**config.mk**
```make
export PLATFORM = sky130hd
export DESIGN_NAME = round_robin_arbiter_flat
export DESIGN_NICKNAME = d
export VERILOG_FILES = /design/src/rtl/noc_arb_pkg.sv /design/src/rtl/round_robin_arbiter_if.sv /design/src/rtl/arb_pick.sv /design/src/rtl/round_robin_arbiter.sv /design/src/flat_wrapper.sv
export SDC_FILE = /design/constraint.sdc
export NUM_CORES = 1
export LEC_CHECK = 0
export BUFFER_PORTS_ARGS = -buffer_cell sky130_fd_sc_hd__buf_2
export CAP_MARGIN = 15
export CORE_MARGIN = 2
export CORE_UTILIZATION = 46
export CTS_BUF_LIST = sky130_fd_sc_hd__clkbuf_16
export DETAILED_ROUTE_END_ITERATION = 8
export GPL_TIMING_DRIVEN = 0
export PLACE_DENSITY = 0.74
export SETUP_SLACK_MARGIN = 0.05
export SLEW_MARGIN = 0
export SYNTH_ARGS = -nofsm -noshare
export SYNTH_HDL_FRONTEND = slang
export SYNTH_SLANG_ARGS = --single-unit
export TNS_END_PERCENT = 10
```
**constraint.sdc**
```tcl
create_clock -name clk_i -period 6.8 [get_ports clk_i]
set_clock_uncertainty 0.1 [all_clocks]
set_input_delay 0 -clock clk_i [delete_from_list [all_inputs] [get_ports clk_i]]
set_output_delay 0 -clock clk_i [all_outputs]
set_load 0.1 [all_outputs]
```
**src/rtl/noc_arb_pkg.sv**
```systemverilog
// Shared arbitration constants and helpers for NoC output-channel arbiters.
// Latency: none, declarations only.
// Backpressure: not applicable.
package noc_arb_pkg;

  localparam int ARB_RR     = 0;
  localparam int ARB_STATIC = 1;

  typedef enum logic {
    ARB_IDLE   = 1'b0,
    ARB_LOCKED = 1'b1
  } arb_state_e;

  // Index width for n competing inputs; never narrower than one bit.
  function automatic int idx_w(input int n);
    return (n <= 2) ? 1 : $clog2(n);
  endfunction

endpackage

```
**src/rtl/round_robin_arbiter_if.sv**
```systemverilog
// Request/grant bundle between the competing inputs and the channel arbiter.
// Latency: none, wiring only.
// Backpressure: en_i gates new ownership, release_i ends the current one.
// Ports: req_i/en_i/release_i driven by master; grant_oh_o/grant_idx_o/grant_vld_o driven by slave.
interface round_robin_arbiter_if
  import noc_arb_pkg::*;
#(
  parameter int IN_N  = 5,
  parameter int IDX_W = idx_w(IN_N)
);

  logic [IN_N-1:0]  req_i;
  logic             en_i;
  logic             release_i;
  logic [IN_N-1:0]  grant_oh_o;
  logic [IDX_W-1:0] grant_idx_o;
  logic             grant_vld_o;

  modport master (
    output req_i, en_i, release_i,
    input  grant_oh_o, grant_idx_o, grant_vld_o
  );

  modport slave (
    input  req_i, en_i, release_i,
    output grant_oh_o, grant_idx_o, grant_vld_o
  );

endinterface

```
**src/rtl/arb_pick.sv**
```systemverilog
// Combinational picker: round-robin search upward from ptr with wrap, or highest index wins.
// Latency: 0 cycles (pure combinational).
// Backpressure: none; the caller decides whether the pick is used.
// Ports: req (requests), ptr (search start), mode (1 = static), gnt_oh/gnt_idx (winner).
module arb_pick
  import noc_arb_pkg::*;
#(
  parameter int IN_N  = 5,
  parameter int IDX_W = idx_w(IN_N)
) (
  input  logic [IN_N-1:0]  req,
  input  logic [IDX_W-1:0] ptr,
  input  logic             mode,
  output logic [IN_N-1:0]  gnt_oh,
  output logic [IDX_W-1:0] gnt_idx
);

  logic found;
  int   j;

  always_comb begin
    gnt_idx = '0;
    found   = 1'b0;
    j       = 0;
    if (mode) begin
      // Ascending scan, last hit kept: highest requesting index wins.
      for (int i = 0; i < IN_N; i++) begin
        if (req[i]) gnt_idx = IDX_W'(i);
      end
    end else begin
      for (int k = 0; k < IN_N; k++) begin
        j = (int'(ptr) + k) % IN_N;
        if (!found && req[j]) begin
          found   = 1'b1;
          gnt_idx = IDX_W'(j);
        end
      end
    end
    gnt_oh = (|req) ? (IN_N'(1) << gnt_idx) : '0;
  end

endmodule

```
**src/rtl/round_robin_arbiter.sv**
```systemverilog
// Output-channel arbiter: grants one input and holds it until its tail flit releases the channel.
// Latency: 1 cycle from request/enable to registered grant; back-to-back grants on release.
// Backpressure: no new owner while en_i is low; ownership is held until release_i.
// Ports: clk_i, rst_i (sync, active-high), arb (slave side of round_robin_arbiter_if).
module round_robin_arbiter
  import noc_arb_pkg::*;
#(
  parameter int IN_N     = 5,
  parameter int ARB_MODE = ARB_RR
) (
  input  logic                 clk_i,
  input  logic                 rst_i,
  round_robin_arbiter_if.slave arb
);

  localparam int IDX_W = idx_w(IN_N);

  arb_state_e       state_q, state_d;
  logic [IDX_W-1:0] ptr_q, ptr_d;
  logic [IN_N-1:0]  grant_oh_q, grant_oh_d;
  logic [IDX_W-1:0] grant_idx_q, grant_idx_d;

  logic [IDX_W-1:0] ptr_rel;
  logic [IDX_W-1:0] ptr_arb;
  logic             can_arb;
  logic [IN_N-1:0]  pick_oh;
  logic [IDX_W-1:0] pick_idx;

  // Pointer moves past the owner on release; static mode pins it at zero.
  assign ptr_rel = (ARB_MODE == ARB_STATIC)              ? '0 :
                   (grant_idx_q == IDX_W'(IN_N - 1))      ? '0 :
                   grant_idx_q + IDX_W'(1);

  // A releasing owner's successor is picked with the post-release pointer
  // in the same cycle, so the channel sees no idle bubble.
  assign ptr_arb = (state_q == ARB_LOCKED && arb.release_i) ? ptr_rel : ptr_q;
  assign can_arb = (state_q == ARB_IDLE) || arb.release_i;

  arb_pick #(
    .IN_N  (IN_N),
    .IDX_W (IDX_W)
  ) u_pick (
    .req     (arb.req_i),
    .ptr     (ptr_arb),
    .mode    (ARB_MODE == ARB_STATIC),
    .gnt_oh  (pick_oh),
    .gnt_idx (pick_idx)
  );

  always_comb begin
    state_d     = state_q;
    ptr_d       = ptr_q;
    grant_oh_d  = grant_oh_q;
    grant_idx_d = grant_idx_q;
    if (can_arb) begin
      ptr_d = ptr_arb;
      if (arb.en_i && (|arb.req_i)) begin
        state_d     = ARB_LOCKED;
        grant_oh_d  = pick_oh;
        grant_idx_d = pick_idx;
      end else begin
        // Index keeps the last owner; only the one-hot clears.
        state_d    = ARB_IDLE;
        grant_oh_d = '0;
      end
    end
  end

  always_ff @(posedge clk_i) begin
    if (rst_i) begin
      state_q     <= ARB_IDLE;
      ptr_q       <= '0;
      grant_oh_q  <= '0;
      grant_idx_q <= '0;
    end else begin
      state_q     <= state_d;
      ptr_q       <= ptr_d;
      grant_oh_q  <= grant_oh_d;
      grant_idx_q <= grant_idx_d;
    end
  end

  assign arb.grant_oh_o  = grant_oh_q;
  assign arb.grant_idx_o = grant_idx_q;
  assign arb.grant_vld_o = (state_q == ARB_LOCKED);

endmodule

```
**src/flat_wrapper.sv**
```systemverilog
// flat-port wrapper written by rule: the top's interface ports become plain ports
module round_robin_arbiter_flat import noc_arb_pkg::*;
#(
  parameter int IN_N     = 5,
  parameter int ARB_MODE = ARB_RR
)
  (clk_i, rst_i, arb_req_i, arb_en_i, arb_release_i, arb_grant_oh_o, arb_grant_idx_o, arb_grant_vld_o);
  round_robin_arbiter_if #(.IN_N(IN_N)) arb_i ();
  input  logic clk_i;
  input  logic rst_i;
  input wire logic [$bits(arb_i.req_i)-1:0] arb_req_i;
  input wire logic [$bits(arb_i.en_i)-1:0] arb_en_i;
  input wire logic [$bits(arb_i.release_i)-1:0] arb_release_i;
  output wire logic [$bits(arb_i.grant_oh_o)-1:0] arb_grant_oh_o;
  output wire logic [$bits(arb_i.grant_idx_o)-1:0] arb_grant_idx_o;
  output wire logic [$bits(arb_i.grant_vld_o)-1:0] arb_grant_vld_o;
  assign arb_i.req_i = arb_req_i;
  assign arb_i.en_i = arb_en_i;
  assign arb_i.release_i = arb_release_i;
  assign arb_grant_oh_o = arb_i.grant_oh_o;
  assign arb_grant_idx_o = arb_i.grant_idx_o;
  assign arb_grant_vld_o = arb_i.grant_vld_o;
  round_robin_arbiter #(.IN_N(IN_N), .ARB_MODE(ARB_MODE)) u_core (.clk_i(clk_i), .rst_i(rst_i), .arb(arb_i));
endmodule
```
; Word level (Yosys, flattened, before mapping)
; Cells that the tools add are included.
; W data, S select, Z words.
[op_classes]
n_addsub = 5
n_div = 5
n_lt_le_gt_ge = 5
n_eq_ne = 1
shift = 1
muxes = 29
bitwise_logic = 1
reduce_logical = 13
[op_table]
columns = op, n
row1 = $lt A32 B5 Y1 const B, 5
row2 = $mod A32 B4 Y32 const B, 4
row3 = $mod A4 B4 Y32 const B, 1
row4 = $mux W3, 7
row5 = $bmux W1 S3, 5
row6 = $mux W1, 15
row7 = $mux W5, 2
row8 = $add A3 B2 Y4 const B, 2
row9 = $logic_and A1 B1 Y1, 6
row10 = $reduce_or A5 Y1, 1
row11 = $shl A1 B3 Y5 const A, 1
row12 = $add A3 B1 Y4 const B, 1
row13 = $add A3 B3 Y4 const B, 1
row14 = $logic_not A1 Y1, 4
row15 = $add A3 B1 Y3 const B, 1
row16 = $eq A3 B3 Y1 const B, 1
row17 = $reduce_and A2 Y1, 1
row18 = $logic_or A1 B1 Y1, 1
row19 = $not A1 Y1, 1
[word_totals]
regBits = 12
in_bits = 9
output_inout_bits = 9
wordCells = 64

; Depth between registers and ports, before layout
; Gate-level depths: netlist of run 1.
[logic_depth]
ltp_word = 23
ltp_mapped = 26

; Modules after synthesis
; Synthesis of run 1 repeated with hierarchy kept, for this count alone.
[hier_totals]
cells_unflattened = 334
area_unflattened_um2 = 2503.7
[modules_own_cells]
columns = module, instances, cells_per_inst, area_each_um2, seq_area_each_um2
row1 = arb_pick, 1, 273, 1941.9, 0.0
row2 = round_robin_arbiter, 1, 61, 561.8, 240.2

; Worst setup path after synthesis of run 1
; Ideal clock, no wire load.
[synth_timing]
path_kind = flip-flop to flip-flop
start = register u_core.grant_idx_q[0] (netlist: u_core.arb.grant_idx_o[0])
end = register u_core.grant_oh_q[1] (netlist: u_core.arb.grant_oh_o[1])
setup_time_ps = 96
arrival_ps = 6441
required_ps = 6604
slack_ps = 163
path_stages_with_launch = 25
n_path_buf = 0
period_less_slack_ps = 6637
path_cell_list = dfxtp_1 inv_1 ha_1 a21boi_0 mux2i_1 inv_1 ha_1 clkinv_1 ha_1 nor3_1 o311ai_0 o211ai_1 xnor2_1 inv_1 ha_1 nor2b_1 nor2_1 mux2_2 nor4_1 o211a_1 nor4_4 o211ai_1 o311a_1 o22a_2 o41ai_2
[synth_between]
elab_chain_cells = 23
elab_cells_between_ends = 48
[synth_rtl]
columns = element, line
row1 = start: declaration, round_robin_arbiter.sv:21  ; logic [IDX_W-1:0] grant_idx_q, grant_idx_d;
row2 = start signal: assignment, round_robin_arbiter.sv:79  ; grant_idx_q <= grant_idx_d;
row3 = $add A3 B1 Y3 / $eq A3 B3 Y1 (equally long branches), "round_robin_arbiter.sv:32, round_robin_arbiter.sv:31"
row4 = $mux W3 *, round_robin_arbiter.sv:31  ; (grant_idx_q == IDX_W'(IN_N - 1)) ? '0 :
row5 = $mux W3 *, round_robin_arbiter.sv:36  ; assign ptr_arb = (state_q == ARB_LOCKED && arb.release_i) ? ptr_rel : ptr_q;
row6 = named net u_core.ptr_arb[1], round_robin_arbiter.sv:24  ; logic [IDX_W-1:0] ptr_arb;
row7 = "parallel branches: the longest is 16 deep, another holds $mod A32 B4 Y32", --
row8 = $mux W3 *, arb_pick.sv:33  ; if (!found && req[j]) begin
row9 = $shl A1 B3 Y5 *, arb_pick.sv:39  ; gnt_oh = (|req) ? (IN_N'(1) << gnt_idx) : '0;
row10 = $mux W5 *, arb_pick.sv:39
row11 = $mux W5 *, round_robin_arbiter.sv:57  ; if (arb.en_i && (|arb.req_i)) begin
row12 = end signal: assignment, round_robin_arbiter.sv:78  ; grant_oh_q <= grant_oh_d;
row13 = end: declaration, round_robin_arbiter.sv:20  ; logic [IN_N-1:0] grant_oh_q, grant_oh_d;
; Mark *: on every way through the listed nets, which the timed path passes. The select of a mux whose other input is x is not followed.
; A chain may end at the register's enable or synchronous reset.

; Worst setup path after layout of run 1
[layout_timing]
start = register u_core.grant_idx_q[0] (netlist: u_core.arb.grant_idx_o[0])
end = register u_core.grant_oh_q[1] (netlist: u_core.arb.grant_oh_o[1])
[layout_between]
elab_chain_cells = 23
elab_cells_between_ends = 48
[layout_rtl]
columns = element, line
row1 = $add A3 B1 Y3 / $eq A3 B3 Y1 (equally long branches), "round_robin_arbiter.sv:32, round_robin_arbiter.sv:31"
row2 = $mux W3 *, round_robin_arbiter.sv:31
row3 = $mux W3 *, round_robin_arbiter.sv:36
row4 = "parallel branches: the longest is 16 deep, another holds $mod A32 B4 Y32", --
row5 = $mux W3 *, arb_pick.sv:33
row6 = $shl A1 B3 Y5 *, arb_pick.sv:39
row7 = $mux W5 *, arb_pick.sv:39
row8 = $mux W5 *, round_robin_arbiter.sv:57
; Mark *: on every way between the ends. The select of a mux whose other input is x is not followed.

==> results.py, run 1 <==
metrics = {
    "global_routing": {
        "grt_pass1_wl_um": 10750,
        "grt_pass1_vias": 2232,
        "antenna_found_initial": 0,
        "grt.total_usage_pct": 24.30,
        "grt_overflow": 0,
        "grt_max_degree": 14,
    },
    "worst_hold_path": {
        "min_path_cells": 3,
        "min_path_type": "in2reg",
        "holdCritStartpoint": "arb_en_i",
        "hold_end": "u_core.arb.grant_vld_o$_SDFFE_PP0N_",
    },
    "sta": {
        "slew_headroom_pct": 40.95,
        "post-route-period-util_pct": 94.57,
        "finalSetupViolCount": 0,
        "fmax_mhz": 155.5,
        "drv_slew": 0,
        "whs_ns": 0.07038,
        "tightest_slew_ns": 0.8747,
        "rsz0062_at_grt": "no",
        "finalHoldViolations": 0,
        "worst_slack_ns": 0.3693,
        "fin_crit_ns": 6.431,
    },
    "yosys": {
        "synth.net_count": 347,
        "synth_area_leader_cell": "ha_1",
        "ys_ff_latch": 12,
        "synth_warnings": 0,
        "netlist_area_um2": 2318,
        "synth_top_area_share_pct": 11.87,
        "yosysMostFrequentCell": "a21oi_1",
        "synth_top_cells_by_count": "29 x a21oi_1, 27 x nor2_1, 25 x nand2_1, 22 x ha_1, 20 x o21ai_0",
        "ys_types": 66,
        "avgSynthCellArea_um2": 7.360,
        "async_flop_share_pct": 0,
        "ys_top_cells_by_area": "ha_1 12%, dfxtp_1 10%, a21oi_1 6.3%, mux2i_1 4.7%, nor2_1 4.4%",
        "synth_seq_area_share_pct": 10.36,
        "synth_cells": 315,
        "synthFlopType": "dfxtp_1",
        "synth_edf_count": 0,
    },
    "critical_path": {
        "critPathKind": "reg2reg",
        "critical_path_arrival_ns": 6.48,
        "critPathCaptureType": "register",
        "crit_path_max_incr_delay_ns": 0.42,
        "critPathSlowestCell": "a21oi_1",
        "rr_startpoint": "u_core.arb.grant_idx_o[0]$_SDFFE_PP0P_",
        "rrSetupSlack_ns": 0.37,
        "r2r_end": "u_core.arb.grant_oh_o[1]$_SDFFE_PP0N_",
        "crit_required_ns": 6.85,
        "cp_max_fo": 13,
        "cp-start-kind": "register",
        "cpMostUsedCell": "ha_1",
        "worstRegToRegCells": 26,
    },
    "cells_and_area": {
        "syn_to_final_growth_pct": 14.03,
        "drive_above_1_share_pct": 17.54,
        "fill_cells": 464,
        "num_antenna_cells": 0,
        "stdcell_count": 409,
        "nNetsFinal": 375,
    },
    "cts": {
        "tritoncts": "done",
        "cts_sinks": 12,
        "cts_root_buf": "clkbuf_16",
        "insertion_delay_ns": 0.24,
        "path_clk_slew_ns": 0.04,
        "h-tree-depth": 1,
        "cts_buffers": 3,
        "clock_path_buffers": 2,
    },
    "floorplanning": {
        "core-area_um2": 4786,
        "initial_core_util_pct": 48.44,
        "io_pins": 18,
        "die_y_um": 75.00,
        "die_area_um2": 5624,
        "die_x_um": 75.00,
        "row_count": 25,
    },
    "power_and_ir_drop": {
        "total_power_uw": 601.9,
        "ir_drop_v": 0.0001983,
        "p_per_area_nw_per_um2": 227.7,
        "leakage_nw": 1.134,
    },
    "drt": {
        "vias_per_cell": 6.257,
        "drc": 0,
        "wl_per_cell_um": 16.31,
        "drt_iter0_drc": 224,
        "first_pass_iters": 5,
        "ant_nets": 0,
        "vias": 2559,
        "wirelength_um": 6671,
    },
    "run_status": {
        "status": "complete, no violations",
    },
    "placed_design": {
        "gp_congestion": 0.9203,
        "place_hpwl_um": 4914,
        "io_buffers": 15,
        "pre_cts_ws_ns": -0.09282,
        "placed_cells": 398,
    },
    "run": {
        "cap_violations": 0,
    },
}
[cells by family (layout without fill, tap and decap cells)]
logic type	Yosys count	in the layout	share of synthesized area, %
AOI/OAI and AO/OA	109	109	33.30
xor gates and xnor gates	6	6	2.590
adders and majority gates	23	23	12.74
buffers and inverters	30	57	5.126
DFF	12	12	10.36
muxes	18	18	9.120
and+or+nand+nor	117	117	26.77
[how the worst max path moves through the flow]
stage                     depth (start not counted)                                     to                                    from
after floorplan                                  24  u_core.arb.grant_oh_o[1]$_SDFFE_PP0N_  u_core.arb.grant_idx_o[0]$_SDFFE_PP0P_
after global routing                             26  u_core.arb.grant_oh_o[1]$_SDFFE_PP0N_  u_core.arb.grant_idx_o[0]$_SDFFE_PP0P_
after CTS                                        26  u_core.arb.grant_oh_o[1]$_SDFFE_PP0N_  u_core.arb.grant_idx_o[0]$_SDFFE_PP0P_
after global placement                           24  u_core.arb.grant_oh_o[1]$_SDFFE_PP0N_  u_core.arb.grant_idx_o[0]$_SDFFE_PP0P_
after detailed placement                         26  u_core.arb.grant_oh_o[1]$_SDFFE_PP0N_  u_core.arb.grant_idx_o[0]$_SDFFE_PP0P_
final                                            26  u_core.arb.grant_oh_o[1]$_SDFFE_PP0N_  u_core.arb.grant_idx_o[0]$_SDFFE_PP0P_
[per-stage QoR]
stage                     util (%)  instance area (µm²)  TNS (ns)
after floorplan                  -                 2318         0
after global placement       51.76                 2477    -1.903
after detailed placement     51.92                 2485   -0.1896
after CTS                    53.80                 2575         0
after global routing         55.24                 2644         0
final                        55.24                 2644         0
[sequential cells by signal, summed over array words and instances, names as in the netlist]
name                    cells
u_core.arb.grant_oh_o       5
u_core.arb.grant_idx_o      3
u_core.ptr_q                3
u_core.arb.grant_vld_o      1
[routing by layer]
layer	share of wire [%]	GRT usage [%]
met5	0	0
met1	47	34.71
met2	46	39.86
met4	1.4	4.762
met3	5.8	2.410
[power breakdown]
| group | leakage (nW) | switching [mW] | internal, mW | total, mW |
|---|---|---|---|---|
| clock | 0.0385 | 0.0299 | 0.0773 | 0.107 |
| sequential | 0.0980 | 0.00692 | 0.0783 | 0.0852 |
| combinational | 0.997 | 0.264 | 0.145 | 0.409 |
[cell usage in the layout, fill, tap and decap left out, types with 9 or more instances in the layout]
master and instances:
a21oi_1 29, nor2_1 27, nand2_1 25, o21ai_0 20, ha_1 20, buf_2 18, inv_1 17, nor3_1 14
dfxtp_1 12, mux2i_1 10, nand3_1 9
[what timing repair did]
item	in CTS	in global routing
resized for setup	1	10
endpoints found under the hold margin	5	0
gates cloned	0	0
buffers inserted	0	6
hold buffers	1	0
setup endpoints to repair	5	7
[cell type report]
class	count	area, µm²	area share (%)
Inverter	22	96.34	3.644
Clock buffer	3	75.07	2.840
Tap cell	67	83.83	3.171
Sequential cell	12	240.2	9.087
Buffer	8	38.79	1.467
Multi-Input combinational cell	273	1968	74.44
Timing Repair Buffer	23	137.6	5.206
Clock inverter	1	3.754	0.1420
[worst max-delay path: cells and delay by family, from the launching register on]
kind	cells	cell delay, ns
AO/OA/AOI/OAI	8	1.98
adder cells (fa/ha/maj)	4	1.01
multiplexers	2	0.43
buffers and inverters	5	0.88
AND/OR/NAND/NOR	5	1.06
flip-flops	1	0.40
XOR/XNOR	2	0.45
Power figures use the tool's default switching activity.
==> run 2: changes to the inputs <==
GPL_TIMING_DRIVEN = unset   (was 0)
clock period = 7.6 ns   (was 6.8 ns; I/O delays follow)
==> results.py, run 2 (synthesis gave the netlist of run 1 again) <==
metrics = {
    "sta": {
        "post-route-period-util_pct": 80.99,
        "drv_slew": 0,
        "worst_slack_ns": 1.445,
        "whs_ns": 0.04376,
        "finalHoldViolations": 0,
        "slew_headroom_pct": 43.17,
        "rsz0062_at_grt": "no",
        "fin_crit_ns": 6.155,
        "finalSetupViolCount": 0,
        "tightest_slew_ns": 0.8435,
        "fin_setup_tns_ns": 0,
        "fmax_mhz": 162.5,
    },
    "cts": {
        "h-tree-depth": 1,
        "cts_sinks": 12,
        "path_clk_slew_ns": 0.04,
        "tritoncts": "done",
        "cts_buffers": 3,
        "insertion_delay_ns": 0.24,
        "clock_path_buffers": 2,
        "cts_root_buf": "clkbuf_16",
        "ctsResizeCount": 0,
        "hold_buffers": 1,
        "cts_setup_buffers": 0,
    },
    "critical_path": {
        "critPathCaptureType": "register",
        "cp_top_family": "compound AO/OA/AOI/OAI gates",
        "critical_path_buf_inv_count": 5,
        "r2r_end": "u_core.arb.grant_oh_o[1]$_SDFFE_PP0N_",
        "critPathKind": "reg2reg",
        "cp.depth": 25,
        "crit_required_ns": 7.64,
        "worstRegToRegCells": 25,
        "critPathSlowestCell": "ha_1",
        "rrSetupSlack_ns": 1.44,
        "cpMostUsedCell": "ha_1",
        "cp-start-kind": "register",
        "critical_path_arrival_ns": 6.20,
        "cp_max_fo": 15,
        "crit_path_max_incr_delay_ns": 0.61,
        "rr_startpoint": "u_core.arb.grant_idx_o[0]$_SDFFE_PP0P_",
    },
    "cells_and_area": {
        "largest_register_ffs": 5,
        "syn_to_final_growth_pct": 10.63,
        "seq_area_um2": 240.2,
        "final_common_cell": "a21oi_1",
        "fill_cells": 462,
        "num_antenna_cells": 0,
        "fin_area_um2": 2565,
        "multi_input_area_um2": 1959,
        "final_cell_mix": "29 x a21oi_1, 27 x nor2_1, 25 x nand2_1",
        "drive_above_1_share_pct": 14.16,
        "nNetsFinal": 365,
    },
    "worst_hold_path": {
        "holdCritStartpoint": "arb_en_i",
        "hold_end": "u_core.arb.grant_vld_o$_SDFFE_PP0N_",
        "min_path_cells": 3,
        "min_path_type": "in2reg",
    },
    "floorplanning": {
        "die_x_um": 75.00,
        "io_pins": 18,
        "core-area_um2": 4786,
        "die_area_um2": 5624,
        "row_count": 25,
        "die_y_um": 75.00,
        "initial_core_util_pct": 48.44,
    },
    "power_and_ir_drop": {
        "p_per_area_nw_per_um2": 206.3,
        "leakage_nw": 1.109,
        "ir_drop_v": 0.0001659,
    },
    "drt": {
        "vias": 2513,
        "first_pass_iters": 5,
        "drt_iter0_drc": 229,
        "vias_per_cell": 6.298,
        "ant_nets": 0,
        "drc": 0,
        "wl_per_cell_um": 16.27,
        "wirelength_um": 6490,
    },
    "placed_design": {
        "pre_cts_ws_ns": 1.527,
        "placed_area_um2": 2476,
        "io_buffers": 17,
        "place_hpwl_um": 4888,
        "gp_congestion": 0.9839,
    },
    "run_status": {
        "status": "complete, no violations",
    },
    "global_routing": {
        "grt_max_degree": 28,
        "grt_overflow": 0,
        "grt_pass1_wl_um": 10650,
        "antenna_found_initial": 0,
        "grt_pass1_vias": 2259,
        "grt.total_usage_pct": 23.96,
    },
    "run": {
        "cap_violations": 0,
    },
}
run 2: cell count changes in the layout (fill, tap and decap cells not counted), sizes merged:
cell,previous run,this run
clkinvlp,3,0
buf,25,20
clkbuf,8,3
inv,19,20
clkinv,1,3
run 2: where the power goes:
group	internal [mW]	switching (mW)	leakage, nW
clock	0.0693	0.0274	0.0385
sequential	0.0700	0.00591	0.0980
combinational	0.124	0.232	0.972
run 2: metrics by stage:
| step | cells | total power [mW] | utilization [%] |
|---|---|---|---|
| floorplan | 315 | 0.3592 | - |
| global placement | 394 | 0.4231 | 51.74 |
| detailed placement | 394 | 0.4254 | 51.74 |
| CTS | 399 | 0.5242 | 53.59 |
| global route | 399 | 0.5625 | 53.59 |
| finish | 399 | 0.5291 | 53.59 |
run 2: worst max-delay path by stage:
| stage | to | from | slack, ns |
|---|---|---|---|
| final | u_core.arb.grant_oh_o[1]$_SDFFE_PP0N_ | u_core.arb.grant_idx_o[0]$_SDFFE_PP0P_ | 1.44 |
| after global routing | u_core.arb.grant_oh_o[1]$_SDFFE_PP0N_ | u_core.arb.grant_idx_o[0]$_SDFFE_PP0P_ | 0.98 |
| after CTS | u_core.arb.grant_oh_o[1]$_SDFFE_PP0N_ | u_core.arb.grant_idx_o[0]$_SDFFE_PP0P_ | 1.51 |
| after detailed placement | u_core.arb.grant_oh_o[1]$_SDFFE_PP0N_ | u_core.arb.grant_idx_o[0]$_SDFFE_PP0P_ | 1.53 |
| after global placement | u_core.arb.grant_oh_o[1]$_SDFFE_PP0N_ | u_core.arb.grant_idx_o[0]$_SDFFE_PP0P_ | 1.78 |
| after floorplan | u_core.arb.grant_oh_o[1]$_SDFFE_PP0N_ | u_core.arb.grant_idx_o[0]$_SDFFE_PP0P_ | 0.96 |
run 2: worst reg2reg max path, cell delays in order (launching register included):
cell and delay (ns):
dfxtp_1 0.39, inv_1 0.07, ha_1 0.30, a21boi_0 0.12, mux2i_1 0.15, buf_4 0.24, inv_1 0.22, ha_1 0.61
clkinv_1 0.35, ha_1 0.32, nor3_1 0.16, o311ai_0 0.19, o211ai_1 0.17, xnor2_1 0.23, inv_1 0.13, ha_1 0.22
nor2b_1 0.15, nor2_1 0.20, mux2_2 0.21, nor4_1 0.05, o211a_1 0.28, nor4_4 0.36, o211ai_1 0.13, o311a_1 0.13
o22a_2 0.23, o41ai_2 0.33
run 2: layout make-up:
| cell class | instances | area share, % |
|---|---|---|
| multi-input combinational | 273 | 76.39 |
| sequential | 12 | 9.366 |
| timing repair buffer | 21 | 4.585 |
| inverter | 22 | 3.317 |
| tap | 67 | 3.268 |
| clock buffer | 3 | 2.927 |
| clock inverter | 1 | 0.1463 |
run 2: layer usage:
layer / global-route usage [%] / share of wire [%]
met1: 32.47 / 46
met2: 39.18 / 45
met3: 4.552 / 7.2
met4: 5.952 / 1.8
met5: 0 / 0
